--- src/rtl/cart_bus_arbiter_pkg.sv ---
// Shared types and constants for the cartridge bus arbiter.
package cart_arb_pkg;

    localparam int CART_AW = 21;

    // Arbiter FSM states
    typedef enum logic [1:0] {
        ARB_IDLE  = 2'd0,
        ARB_ISSUE = 2'd1,
        ARB_RESP  = 2'd2
    } arb_state_t;

    // Requester ids; also used as bit positions in the eligible vector
    localparam logic REQ_CPU = 1'b0;
    localparam logic REQ_PPU = 1'b1;

endpackage

--- src/rtl/cart_bus_arbiter_pick.sv ---
// Combinational winner selection between the CPU and PPU request ports.
module cart_arb_pick
    import cart_arb_pkg::*;
#(
    parameter bit PPU_PRIORITY = 1'b1
) (
    input  logic [1:0] eligible,
    input  logic       last_grant,
    output logic       winner,
    output logic       valid
);

    // Fixed PPU priority or round-robin on contention, based on PPU_PRIORITY
    always_comb begin
        winner = REQ_CPU;
        valid  = 1'b0;
        case (eligible)
            2'b00: begin
                winner = REQ_CPU;
                valid  = 1'b0;
            end
            2'b01: begin
                winner = REQ_CPU;
                valid  = 1'b1;
            end
            2'b10: begin
                winner = REQ_PPU;
                valid  = 1'b1;
            end
            2'b11: begin
                valid = 1'b1;
                if (PPU_PRIORITY) begin
                    winner = REQ_PPU;
                end else if (last_grant == REQ_PPU) begin
                    winner = REQ_CPU;
                end else begin
                    winner = REQ_PPU;
                end
            end
            default: begin
                winner = REQ_CPU;
                valid  = 1'b0;
            end
        endcase
    end

endmodule

--- src/rtl/cart_bus_arbiter.sv ---
// Serialises CPU and PPU accesses onto the single cartridge memory port.
// One access takes IDLE -> ISSUE -> RESP, with the ack landing in the
// following IDLE cycle, where the other port may already be granted.
module cart_bus_arbiter
    import cart_arb_pkg::*;
#(
    parameter bit PPU_PRIORITY = 1'b1
) (
    input  logic               clock,
    input  logic               reset,
    input  logic               cart_ready,
    input  logic               cpu_req,
    input  logic               cpu_we,
    input  logic               cpu_ram_sel,
    input  logic [CART_AW-1:0] cpu_addr,
    input  logic [7:0]         cpu_wdata,
    output logic               cpu_ack,
    output logic [7:0]         cpu_rdata,
    input  logic               ppu_req,
    input  logic               ppu_we,
    input  logic [CART_AW-1:0] ppu_addr,
    input  logic [7:0]         ppu_wdata,
    output logic               ppu_ack,
    output logic [7:0]         ppu_rdata,
    output logic [CART_AW-1:0] mem_address,
    output logic               mem_prg_sel,
    output logic               mem_chr_sel,
    output logic               mem_ram_sel,
    output logic               mem_rden,
    output logic               mem_wren,
    output logic [7:0]         mem_write_data,
    input  logic [7:0]         mem_read_data
);

    arb_state_t         state_r;
    logic               last_grant_r;
    logic               cur_id_r;
    logic               cur_we_r;
    logic [1:0]         eligible_s;
    logic               winner_s;
    logic               win_valid_s;
    logic [CART_AW-1:0] cand_addr_s;
    logic [7:0]         cand_wdata_s;
    logic               cand_we_s;
    logic               cand_ram_s;

    // A port is eligible only outside its own ack cycle and once the image is loaded
    always_comb begin
        eligible_s          = 2'b00;
        eligible_s[REQ_CPU] = cpu_req & ~cpu_ack & cart_ready;
        eligible_s[REQ_PPU] = ppu_req & ~ppu_ack & cart_ready;
    end

    cart_arb_pick #(
        .PPU_PRIORITY(PPU_PRIORITY)
    ) u_pick (
        .eligible   (eligible_s),
        .last_grant (last_grant_r),
        .winner     (winner_s),
        .valid      (win_valid_s)
    );

    // Route the winning port's command fields toward the issue registers
    always_comb begin
        cand_addr_s  = {CART_AW{1'b0}};
        cand_wdata_s = 8'h00;
        cand_we_s    = 1'b0;
        cand_ram_s   = 1'b0;
        if (winner_s == REQ_PPU) begin
            cand_addr_s  = ppu_addr;
            cand_wdata_s = ppu_wdata;
            cand_we_s    = ppu_we;
            cand_ram_s   = 1'b0;
        end else begin
            cand_addr_s  = cpu_addr;
            cand_wdata_s = cpu_wdata;
            cand_we_s    = cpu_we;
            cand_ram_s   = cpu_ram_sel;
        end
    end

    // Arbiter FSM; memory command, acks and read data are all registered here
    always_ff @(posedge clock) begin
        if (reset) begin
            state_r        <= ARB_IDLE;
            last_grant_r   <= REQ_PPU;
            cur_id_r       <= REQ_CPU;
            cur_we_r       <= 1'b0;
            cpu_ack        <= 1'b0;
            ppu_ack        <= 1'b0;
            cpu_rdata      <= 8'h00;
            ppu_rdata      <= 8'h00;
            mem_address    <= {CART_AW{1'b0}};
            mem_prg_sel    <= 1'b0;
            mem_chr_sel    <= 1'b0;
            mem_ram_sel    <= 1'b0;
            mem_rden       <= 1'b0;
            mem_wren       <= 1'b0;
            mem_write_data <= 8'h00;
        end else begin
            cpu_ack <= 1'b0;
            ppu_ack <= 1'b0;
            case (state_r)
                ARB_IDLE: begin
                    if (win_valid_s) begin
                        state_r        <= ARB_ISSUE;
                        last_grant_r   <= winner_s;
                        cur_id_r       <= winner_s;
                        cur_we_r       <= cand_we_s;
                        mem_address    <= cand_addr_s;
                        mem_rden       <= ~cand_we_s;
                        mem_wren       <= cand_we_s;
                        mem_write_data <= cand_we_s ? cand_wdata_s : 8'h00;
                        mem_chr_sel    <= (winner_s == REQ_PPU);
                        mem_prg_sel    <= (winner_s == REQ_CPU) & ~cand_ram_s;
                        mem_ram_sel    <= (winner_s == REQ_CPU) & cand_ram_s;
                    end else begin
                        state_r <= ARB_IDLE;
                    end
                end
                ARB_ISSUE: begin
                    state_r        <= ARB_RESP;
                    mem_address    <= {CART_AW{1'b0}};
                    mem_prg_sel    <= 1'b0;
                    mem_chr_sel    <= 1'b0;
                    mem_ram_sel    <= 1'b0;
                    mem_rden       <= 1'b0;
                    mem_wren       <= 1'b0;
                    mem_write_data <= 8'h00;
                end
                ARB_RESP: begin
                    state_r <= ARB_IDLE;
                    if (cur_id_r == REQ_PPU) begin
                        ppu_ack <= 1'b1;
                        if (!cur_we_r) begin
                            ppu_rdata <= mem_read_data;
                        end else begin
                            ppu_rdata <= ppu_rdata;
                        end
                    end else begin
                        cpu_ack <= 1'b1;
                        if (!cur_we_r) begin
                            cpu_rdata <= mem_read_data;
                        end else begin
                            cpu_rdata <= cpu_rdata;
                        end
                    end
                end
                default: begin
                    state_r        <= ARB_IDLE;
                    mem_address    <= {CART_AW{1'b0}};
                    mem_prg_sel    <= 1'b0;
                    mem_chr_sel    <= 1'b0;
                    mem_ram_sel    <= 1'b0;
                    mem_rden       <= 1'b0;
                    mem_wren       <= 1'b0;
                    mem_write_data <= 8'h00;
                end
            endcase
        end
    end

endmodule

--- config.mk ---
export PLATFORM = sky130hd
export DESIGN_NAME = cart_bus_arbiter
export DESIGN_NICKNAME = d
export VERILOG_FILES = /design/src/rtl/cart_bus_arbiter_pkg.sv /design/src/rtl/cart_bus_arbiter_pick.sv /design/src/rtl/cart_bus_arbiter.sv
export SDC_FILE = /design/constraint.sdc
export NUM_CORES = 1
export LEC_CHECK = 0
export CELL_PAD_IN_SITES_DETAIL_PLACEMENT = 1
export CELL_PAD_IN_SITES_GLOBAL_PLACEMENT = 2
export CORE_ASPECT_RATIO = 1.1
export CORE_MARGIN = 2
export CORE_UTILIZATION = 22
export DETAILED_ROUTE_END_ITERATION = 16
export PLACE_DENSITY = 0.91
export SYNTH_ARGS = -nofsm -noshare
export SYNTH_HDL_FRONTEND = slang
export SYNTH_HIERARCHICAL = 1
export SYNTH_SLANG_ARGS = --single-unit
--- constraint.sdc ---
create_clock -name clock -period 1.8 [get_ports clock]
set_clock_uncertainty 0.05 [all_clocks]
set_input_delay 0.27 -clock clock [delete_from_list [all_inputs] [get_ports clock]]
set_output_delay 0.27 -clock clock [all_outputs]
set_load 0.02 [all_outputs]
==> results.cfg <==
[worst_setup_path]
critPathKind = primary input to flop
cp_cell_sequence = clkdlybuf4s50_1 -> nand2_2 -> nor2_4 -> or2_4 -> nor2b_4 -> buf_12 -> clkbuf_4 -> buf_4 -> a211oi_2
worstPathRequired_ps = 1960
reg2reg_depth = 7
rr_startpoint = cpu_ack
crit_family = buffers and inverters
r2r_slack_ps = 110
path_buf_inv = 4
critPathMaxFanout = 8
setup.worst_path.start_class = primary input
critPathMaxStageDelay_ps = 420
crit_path_end_kind = flop
arrival_ps = 1880
slowest_stage = clkdlybuf4s50_1
r2r-end = mem_address[18]

[cells_and_area]
nFillCells = 1163
final_common_cell = clkdlybuf4s50_1
finalInstanceArea_um2 = 4120
ff_latch_area_um2 = 1120
syn2layout_area_growth_pct = 78.6
multi_input_area_um2 = 1130
fin_cells = 514
nets = 444
diodes = 0
drive_gt1_share_pct = 12.9
mostFrequentLayoutCells = clkdlybuf4s50_1, dfxtp_1, mux2i_1

[detailed_routing]
vias = 2192
drtIter0Drc = 31
detail-route-antenna-nets = 0
viasPerCell = 4.26
post_drt_wl_per_cell_um = 14.1
routed_wl_um = 7270
drtPass1Iterations = 4
drc = 0

[timing]
final_hold_viol_count = 0
post-route-period-util_pct = 96.1
setup_viol = 0
layout_setup_ws_ps = 71.0
tightest_slew_ps = 312
maxSlewViolCount = 0
fin_crit_ps = 1730
finalSetupTns_ps = 0
max_freq_mhz = 578
slew_headroom_pct = 79.2

[floorplan]
num_rows = 39
die_w_um = 102
pin_count = 126
die_height_um = 111
initial_core_util_pct = 22.4
die_area_um2 = 11300
coreArea_um2 = 10300

[placement]
place_ws_ps = -219
place.port_buffers = 125
dpl.cell_count = 500
placed_area_um2 = 3830
dp_hpwl_um = 5430
gp_congestion = 0.711

[global_route]
antenna_found_initial = 0
grt_util_all_layers_pct = 12.0
grt_pass1_vias = 2293
grt_pass1_wl_um = 11000
grt_max_degree = 32
grt_overflow = 0

[clock_tree]
clock-root-buffer = clkbuf_16
cts_tree = yes
clk-insertion-delay-late_ps = 280
cts_made_buffers = 5
htree_levels = 2
clockBufferDepth = 2
clk_pin_slew_worst_paths_ps = 70
cts.sinks = 56

[logic_synthesis]
syn_nets = 309
syn_area_um2 = 2300
yosysWarnings = 6
syn_avg_cell_area_um2 = 9.81
synth_cells = 235

[power_and_ir_drop]
powerDensity_nw_per_um2 = 774
vdd_ir_drop_max_mv = 0.445
power.total_uw = 3190
leakage_uw = 0.00149

[hold_path]
hold_path_end = cpu_rdata[3]
hold_class = flop to flop
min_from = cpu_rdata[3]
hold_depth = 2

[outcome]
status = complete, no violations

[job]
maxCapViolCount = 0
## flip-flops by register name, summed over array words and instances (netlist names)
| name | flops |
|---|---|
| cpu_ack | 1 |
| cpu_rdata | 8 |
| cur_id_r | 1 |
| cur_we_r | 1 |
| mem_address | 21 |
| mem_chr_sel | 1 |
| mem_prg_sel | 1 |
| mem_ram_sel | 1 |
| mem_rden | 1 |
| mem_wren | 1 |
| mem_write_data | 8 |
| ppu_ack | 1 |
| ppu_rdata | 8 |
| state_r | 2 |
## timing repair
action                                  CTS  global route
hold endpoints to repair                  0             0
gates resized for setup                   0             7
endpoints found under the setup margin    0            11
hold buffers                              0             0
setup buffers                             0             4
## how the worst max path moves through the flow
stage	from	end	slack (ps)	cells past startpoint
finish	ppu_req	mem_address[18]	70	9
global route	ppu_req	mem_address[18]	-10	9
CTS	cart_ready	mem_write_data[1]	80	8
detailed placement	cart_ready	mem_address[13]	-220	8
global placement	cart_ready	mem_write_data[2]	-120	8
floorplan	cpu_ack	mem_write_data[4]	5	6
## power by group
group / internal, uW / total [uW] / switching, uW
sequential: 1310 / 1360 / 48.7
combinational: 421 / 745 / 324
clock: 655 / 1080 / 427
## per-layer routing
layer / vias up / global-route usage (%) / share of wire [%]
met5: - / 0 / 0
met4: 0 / 2.43 / 0.43
met3: 2 / 3.89 / 7.0
met2: 77 / 21.9 / 53
met1: 1023 / 13.5 / 39
li1: 1090 / - / -
## stage by stage
| step | util (%) | hold slack (ps) |
|---|---|---|
| after floorplan | - | 356 |
| after global placement | 37.2 | 391 |
| after detailed placement | 37.2 | 399 |
| after CTS | 38.8 | 409 |
| after global routing | 40.0 | 437 |
| final | 40.0 | 406 |
## worst register-to-register path: stages, from the launching register on
cell      delay (ps)
dfxtp_1          340
and3b_1          180
or2_4            230
nor2b_4          150
buf_12           150
clkbuf_4         170
buf_4            150
a211oi_2         180
## layout make-up
type | count | area share [%]
tap | 143 | 4.35
multi-input combinational | 159 | 27.4
clock buffer | 6 | 3.13
timing repair buffer | 148 | 37.0
clock inverter | 2 | 0.851
sequential | 56 | 27.2
No activity file was read; power rests on OpenSTA's default activity.
